## src/rtl/fetch_resp_ctrl_pkg.sv

```systemverilog
// Shared frontend fetch package: responder FSM states, fetch index geometry and
// DDR data width, imported by the fetch responder, its interface and its counter.
package fetch_resp_ctrl_pkg;

  localparam int unsigned FETCH_ADDR_W  = 64;
  localparam int unsigned FETCH_DATA_W  = 64;
  localparam int unsigned FETCH_IDX_LSB = 3;
  localparam int unsigned FETCH_IDX_W   = 19;

  typedef enum logic [1:0] {
    StIdle,
    StReq,
    StWait,
    StDrain
  } fetch_state_e;

endpackage

```

## src/rtl/fetch_resp_ctrl_if.sv

```systemverilog
// Fetch request/response channel between the frontend PC controller (master)
// and the fetch responder (slave).
//   redirect_valid    : frontend flush, kills the in-flight fetch
//   pc_index_valid    : request valid, pc_index the fetch address
//   pc_index_ready    : request accepted this cycle when valid
//   pc_operation_done : one-cycle pulse, pc_read_inst carries the doubleword
interface fetch_resp_ctrl_if
  import fetch_resp_ctrl_pkg::*;
#(
  parameter int unsigned ADDR_W = FETCH_ADDR_W,
  parameter int unsigned DATA_W = FETCH_DATA_W
);
  logic              redirect_valid;
  logic              pc_index_valid;
  logic [ADDR_W-1:0] pc_index;
  logic              pc_index_ready;
  logic              pc_operation_done;
  logic [DATA_W-1:0] pc_read_inst;

  modport master (
    output redirect_valid,
    output pc_index_valid,
    output pc_index,
    input  pc_index_ready,
    input  pc_operation_done,
    input  pc_read_inst
  );

  modport slave (
    input  redirect_valid,
    input  pc_index_valid,
    input  pc_index,
    output pc_index_ready,
    output pc_operation_done,
    output pc_read_inst
  );
endinterface

```

## src/rtl/fetch_resp_ctrl_perf_cnt.sv

```systemverilog
// Wrapping performance counter with increment enable and synchronous reset.
//   clk_i : clock            rst_i : synchronous active-high reset
//   inc_i : add one this cycle cnt_o : current count (wraps modulo 2^CNT_W)
module fetch_resp_ctrl_perf_cnt #(
  parameter int unsigned CNT_W = 32
) (
  input  logic             clk_i,
  input  logic             rst_i,
  input  logic             inc_i,
  output logic [CNT_W-1:0] cnt_o
);
  logic [CNT_W-1:0] cnt_q, cnt_d;

  always_comb begin
    cnt_d = cnt_q;
    if (inc_i) cnt_d = cnt_q + CNT_W'(1);
  end

  always_ff @(posedge clk_i) begin
    if (rst_i) cnt_q <= '0;
    else       cnt_q <= cnt_d;
  end

  assign cnt_o = cnt_q;
endmodule

```

## src/rtl/fetch_resp_ctrl.sv

```systemverilog
// Instruction-fetch responder: accepts one fetch request, issues a single DDR
// doubleword read, and returns the data with a one-cycle done pulse. Fetches
// overtaken by a redirect are dropped so the PC controller never sees stale data.
//   clock, reset        : sole clock, synchronous active-high reset
//   fetch               : fetch channel (slave side)
//   ddr_*               : DDR read port, one read outstanding at most
//   perf_fetch_cnt      : delivered fetches
//   perf_flush_cnt      : fetches discarded by a redirect
module fetch_resp_ctrl
  import fetch_resp_ctrl_pkg::*;
#(
  parameter int unsigned ADDR_W  = FETCH_ADDR_W,
  parameter int unsigned DATA_W  = FETCH_DATA_W,
  parameter int unsigned IDX_LSB = FETCH_IDX_LSB,
  parameter int unsigned IDX_W   = FETCH_IDX_W,
  parameter int unsigned CNT_W   = 32
) (
  input  logic               clock,
  input  logic               reset,
  fetch_resp_ctrl_if.slave   fetch,
  output logic               ddr_chip_enable,
  output logic               ddr_write_enable,
  output logic [IDX_W-1:0]   ddr_index,
  input  logic               ddr_ready,
  input  logic               ddr_operation_done,
  input  logic [DATA_W-1:0]  ddr_opload_rdata,
  output logic [CNT_W-1:0]   perf_fetch_cnt,
  output logic [CNT_W-1:0]   perf_flush_cnt
);
  fetch_state_e      state_q, state_d;
  logic [IDX_W-1:0]  idx_q, idx_d;
  logic [DATA_W-1:0] inst_q, inst_d;
  logic              done_q, done_d;
  logic              pc_ready;
  logic              fetch_inc, flush_inc;

  // Address bits outside the doubleword index play no part in the fetch.
  logic unused_addr_bits;
  assign unused_addr_bits = ^{fetch.pc_index[ADDR_W-1:IDX_LSB+IDX_W],
                              fetch.pc_index[IDX_LSB-1:0]};

  always_comb begin
    state_d   = state_q;
    idx_d     = idx_q;
    inst_d    = inst_q;
    done_d    = 1'b0;
    pc_ready  = 1'b0;
    fetch_inc = 1'b0;
    flush_inc = 1'b0;
    unique case (state_q)
      StIdle: begin
        pc_ready = ~fetch.redirect_valid;
        if (fetch.pc_index_valid && pc_ready) begin
          idx_d   = fetch.pc_index[IDX_LSB +: IDX_W];
          state_d = StReq;
        end
      end
      StReq: begin
        if (ddr_ready) begin
          // Read already launched: a redirect here must still absorb its completion.
          state_d   = fetch.redirect_valid ? StDrain : StWait;
          flush_inc = fetch.redirect_valid;
        end else if (fetch.redirect_valid) begin
          state_d   = StIdle;
          flush_inc = 1'b1;
        end
      end
      StWait: begin
        if (fetch.redirect_valid) begin
          state_d   = ddr_operation_done ? StIdle : StDrain;
          flush_inc = 1'b1;
        end else if (ddr_operation_done) begin
          inst_d    = ddr_opload_rdata;
          done_d    = 1'b1;
          fetch_inc = 1'b1;
          state_d   = StIdle;
        end
      end
      StDrain: begin
        if (ddr_operation_done) state_d = StIdle;
      end
      default: state_d = StIdle;
    endcase
  end

  always_ff @(posedge clock) begin
    if (reset) begin
      state_q <= StIdle;
      idx_q   <= '0;
      inst_q  <= '0;
      done_q  <= 1'b0;
    end else begin
      state_q <= state_d;
      idx_q   <= idx_d;
      inst_q  <= inst_d;
      done_q  <= done_d;
    end
  end

  assign fetch.pc_index_ready    = pc_ready;
  // A redirect in the pulse cycle makes the delivered fetch stale; hide the pulse.
  assign fetch.pc_operation_done = done_q & ~fetch.redirect_valid;
  assign fetch.pc_read_inst      = inst_q;
  assign ddr_chip_enable         = (state_q == StReq);
  assign ddr_write_enable        = 1'b0;
  assign ddr_index               = idx_q;

  fetch_resp_ctrl_perf_cnt #(
    .CNT_W (CNT_W)
  ) u_fetch_cnt (
    .clk_i (clock),
    .rst_i (reset),
    .inc_i (fetch_inc),
    .cnt_o (perf_fetch_cnt)
  );

  fetch_resp_ctrl_perf_cnt #(
    .CNT_W (CNT_W)
  ) u_flush_cnt (
    .clk_i (clock),
    .rst_i (reset),
    .inc_i (flush_inc),
    .cnt_o (perf_flush_cnt)
  );
endmodule

```

## src/flat_wrapper.sv

```systemverilog
// flat-port wrapper written by rule: the top's interface ports become plain ports
module fetch_resp_ctrl_flat import fetch_resp_ctrl_pkg::*;
#(
  parameter int unsigned ADDR_W  = FETCH_ADDR_W,
  parameter int unsigned DATA_W  = FETCH_DATA_W,
  parameter int unsigned IDX_LSB = FETCH_IDX_LSB,
  parameter int unsigned IDX_W   = FETCH_IDX_W,
  parameter int unsigned CNT_W   = 32
)
  (clock, reset, ddr_chip_enable, ddr_write_enable, ddr_index, ddr_ready, ddr_operation_done, ddr_opload_rdata, perf_fetch_cnt, perf_flush_cnt, fetch_redirect_valid, fetch_pc_index_valid, fetch_pc_index, fetch_pc_index_ready, fetch_pc_operation_done, fetch_pc_read_inst);
  fetch_resp_ctrl_if #(.ADDR_W(ADDR_W), .DATA_W(DATA_W)) fetch_i ();
  input  logic clock;
  input  logic reset;
  output logic ddr_chip_enable;
  output logic ddr_write_enable;
  output logic [IDX_W-1:0] ddr_index;
  input  logic ddr_ready;
  input  logic ddr_operation_done;
  input  logic [DATA_W-1:0] ddr_opload_rdata;
  output logic [CNT_W-1:0] perf_fetch_cnt;
  output logic [CNT_W-1:0] perf_flush_cnt;
  input wire logic [$bits(fetch_i.redirect_valid)-1:0] fetch_redirect_valid;
  input wire logic [$bits(fetch_i.pc_index_valid)-1:0] fetch_pc_index_valid;
  input wire logic [$bits(fetch_i.pc_index)-1:0] fetch_pc_index;
  output wire logic [$bits(fetch_i.pc_index_ready)-1:0] fetch_pc_index_ready;
  output wire logic [$bits(fetch_i.pc_operation_done)-1:0] fetch_pc_operation_done;
  output wire logic [$bits(fetch_i.pc_read_inst)-1:0] fetch_pc_read_inst;
  assign fetch_i.redirect_valid = fetch_redirect_valid;
  assign fetch_i.pc_index_valid = fetch_pc_index_valid;
  assign fetch_i.pc_index = fetch_pc_index;
  assign fetch_pc_index_ready = fetch_i.pc_index_ready;
  assign fetch_pc_operation_done = fetch_i.pc_operation_done;
  assign fetch_pc_read_inst = fetch_i.pc_read_inst;
  fetch_resp_ctrl #(.ADDR_W(ADDR_W), .DATA_W(DATA_W), .IDX_LSB(IDX_LSB), .IDX_W(IDX_W), .CNT_W(CNT_W)) u_core (.clock(clock), .reset(reset), .fetch(fetch_i), .ddr_chip_enable(ddr_chip_enable), .ddr_write_enable(ddr_write_enable), .ddr_index(ddr_index), .ddr_ready(ddr_ready), .ddr_operation_done(ddr_operation_done), .ddr_opload_rdata(ddr_opload_rdata), .perf_fetch_cnt(perf_fetch_cnt), .perf_flush_cnt(perf_flush_cnt));
endmodule
```

## config.mk

```make
export PLATFORM = sky130hd
export DESIGN_NAME = fetch_resp_ctrl_flat
export DESIGN_NICKNAME = d
export VERILOG_FILES = /design/src/rtl/fetch_resp_ctrl_pkg.sv /design/src/rtl/fetch_resp_ctrl_if.sv /design/src/rtl/fetch_resp_ctrl_perf_cnt.sv /design/src/rtl/fetch_resp_ctrl.sv /design/src/flat_wrapper.sv
export SDC_FILE = /design/constraint.sdc
export NUM_CORES = 1
export LEC_CHECK = 0
export CORE_MARGIN = 2
export CORE_UTILIZATION = 25
export DETAILED_ROUTE_END_ITERATION = 6
export SKIP_CTS_REPAIR_TIMING = 1
export SYNTH_ARGS = -nofsm -noshare
export SYNTH_HDL_FRONTEND = slang
export SYNTH_SLANG_ARGS = --single-unit
```

## constraint.sdc

```tcl
create_clock -name clock -period 3.5 [get_ports clock]
set_clock_uncertainty 0.2 [all_clocks]
set_input_delay 0.875 -clock clock [delete_from_list [all_inputs] [get_ports clock]]
set_output_delay 0.875 -clock clock [all_outputs]
set_load 0.01 [all_outputs]
```

==> metrics.md <==
| Metric | Value |
|---|---|
| Area grow syn2layout | `53.58%` |
| Vias after detailed routing | `6,005` |
| CTS tree | `built` |
| Critical path data arrival time | `2.19 ns` |
| Clock-pin transition on the worst setup and hold timing paths | `0.06 ns` |
| Critical R2R Launch | `u_core.state_q[1]` |
| Die X | `160.5 µm` |
| Worst relative slew slack | `0.5048` |
| Hold WS | `0.2516 ns` |
| Async S/R FF share, synth | `0` |
| Most frequent cells in the layout | `clkdlybuf4s50_1 (237), nand2_1 (189), dfxtp_1 (150), a21oi_1 (124), or4_1 (31)` |
| Max Cap Violations | `0` |
| Mapped Nets | `893` |
| Worst EP required | `2.42 ns` |
| Switch share | `0.2334` |
| RSZ-0062 raised after global routing | `no` |
| Worst skew pair latency | `0.42 ns` |
| Final cell count without fillers | `1,307` |
| CTS H-Tree Depth | `4` |
| Nets | `1,111` |
| PortBufs | `238` |
| Hpwl dp | `12,640 µm` |
| Synthesized area | `6123 µm²` |
| Root Buffer | `clkbuf_16` |
| Vias per inst | `4.594` |
| Worst-Margin Slew | `0.7428 ns` |
| Synth Flop Type | `dfxtp_1` |
| Bufs on Longest Clock Path | `2` |
| Number of flops mapped to enable cells by yosys | `0` |
| Worst min path class | `reg -> reg` |
| Die H | `160.5 µm` |
| Crit path to | `fetch_pc_index_ready` |
| Worst reg-to-reg path cell count | `6` |
| WL/cell | `14.21 µm` |
| TritonCTS buffer count | `17` |
| Final setup violation count | `0` |
| Max VDD drop | `0.2524 mV` |
| I/O pins | `285` |
| Total GRT Usage | `0.1422` |
| Max Slew Vio Count | `0` |
| Post-synthesis cell count | `753` |
| Layout cell share with drive strength beyond 1 | `0.05493` |
| Clk pwr share | `0.479` |
| Synth warn | `0` |
| Logic gate share of total power | `0.070` |
| Final Cycle Share | `0.9340` |
| Post-DRT Antenna Nets | `0` |
| Sw power | `0.9004 mW` |
| P_leak | `2.998 nW` |
| Tmin final | `3.269 ns` |
| Vias in the first global route | `5,428` |
| Post-synth cell types | `40` |
| HP Start | `u_core.fetch.pc_read_inst[1]` |
| Worst-path fanout max | `8` |
| Setup TNS | `0 ns` |
| Crit end category | `primary output` |
| DP Cell Count | `1,276` |
| Total wire length | `18,580 µm` |
| Starting Density | `0.2533` |
| CTS Sinks | `150` |
| Reg2reg end | `u_core.u_flush_cnt.cnt_o[31]` |
| First-pass GRT wire length | `29,480 µm` |
| Power Dens Cells | `410.2 nW/µm²` |
| Drt first pass iters | `4` |
| Starting DRC count in detailed routing | `339` |
| Part of the power in registers | `0.451` |
| Worst setup path start | `fetch_redirect_valid` |
| Post-synthesis sequential area ratio | `0.4904` |
| Yosys reg bits | `150` |
| Outcome | `complete, no violations` |
| Post-synthesis average cell area | `8.132 µm²` |
| Hold Violations, Final | `0` |
| N_diodes | `0` |
| Total internal power | `2.957 mW` |
| Pin count of the biggest net entering global routing | `73` |
| Rows | `57` |
| Initial antenna violation count | `0` |
| Crit Path Class | `in -> out` |
| R2R setup slack | `1.05 ns` |
| F_max | `305.9 MHz` |
| Congestion Overflow GR | `0` |
| Most common cell after layout, fill and taps aside | `clkdlybuf4s50_1` |
| Core area | `24,180 µm²` |
| Die area | `25,760 µm²` |
| DRC errors left | `0` |
| GP Congestion | `0.7595` |
| Critical Path Start Type | `primary input` |
metal layers:
| layer | vias up | track usage | wire (µm) |
|---|---|---|---|
| li1 | 3061 | - | - |
| met1 | 2793 | 0.1829 | 8588 |
| met2 | 126 | 0.2288 | 8751 |
| met3 | 25 | 0.03796 | 819 |
| met4 | 0 | 0.05324 | 418 |
| met5 | - | 0 | 0 |
state kept, by name (all words and copies together) (netlist names):
name                       cells
u_core.u_flush_cnt.cnt_o      32
u_core.fetch.pc_read_inst     64
u_core.done_q                  1
u_core.u_fetch_cnt.cnt_o      32
u_core.ddr_index              19
u_core.state_q                 2
logic make-up (layout without fill, tap and decap cells):
family          Yosys count  in the layout  synth area share
fa+ha+maj                 6              6           0.01226
other cells               1              1         0.0006124
buf+inv                  62            292           0.04046
flops                   150            150            0.4904
simple gates            341            341            0.2669
compound gates          169            169            0.1535
xor+xnor                 20             20           0.02861
mux                       4              4          0.007355
per-stage QoR:
step | setup WS [ns] | area, µm² | power, mW | utilization
finish | 0.2309 | 9404 | 3.858 | 0.3890
detailed placement | 0.2107 | 8818 | 2.049 | 0.3647
global placement | 0.2214 | 8818 | 2.047 | 0.3647
floorplan | 0.8896 | 6123 | 1.877 | -
global route | 0.1274 | 9404 | 4.030 | 0.3890
CTS | 0.2204 | 9404 | 3.935 | 0.3890
worst min path at each step:
stage	to	slack, ns	depth (start not counted)
2_1_floorplan	u_core.ddr_index[0]	0.28	2
3_3_place_gp	u_core.fetch.pc_read_inst[6]	0.24	2
3_5_place_dp	u_core.fetch.pc_read_inst[1]	0.25	2
4_1_cts	u_core.fetch.pc_read_inst[55]	0.25	2
5_1_grt	u_core.fetch.pc_read_inst[25]	0.27	2
6_report	u_core.fetch.pc_read_inst[1]	0.25	2
Yosys cell counts, drive strengths merged, types with 2 or more instances:
library cell / count / area [µm²]
nand2: 189 / 709.4
dfxtp: 150 / 3003
a21oi: 124 / 620.6
clkbuf: 41 / 155.1
or4: 33 / 255.2
nor2: 30 / 112.6
o31ai: 30 / 225.2
nand4: 22 / 150.1
nand3: 20 / 100.1
xnor2: 12 / 105.1
inv: 11 / 41.29
buf: 10 / 51.30
or3: 10 / 62.56
o21ai: 9 / 45.04
xor2: 8 / 70.07
and3: 6 / 37.54
ha: 6 / 75.07
nor2b: 6 / 37.54
nor3: 6 / 30.03
nor4: 6 / 37.54
and4: 5 / 43.79
mux2: 4 / 45.04
nand3b: 3 / 22.52
nand2b: 2 / 12.51
power groups by stage:
stage / clock (mW) / combinational, mW / sequential [mW]
after floorplan: 0 / 0.0900 / 1.79
after global placement: 0 / 0.269 / 1.78
after detailed placement: 0 / 0.270 / 1.78
after CTS: 1.92 / 0.272 / 1.74
after global routing: 2.00 / 0.291 / 1.74
final: 1.85 / 0.268 / 1.74
cell type report:
class,instances,area [µm²]
Clock inverter,13,146.4
Inverter,11,41.29
Sequential cell,150,3003
Fill cell,2470,14770
Multi-Input combinational cell,541,2874
Clock buffer,18,439.2
Tap cell,324,405.4
Timing Repair Buffer,250,2495
worst max-delay path, stage by stage:
cell and delay (ns):
clkdlybuf4s50_1 0.52, nor2b_1 0.21, clkdlybuf4s50_1 0.59
(Power assumes the default switching activity.)
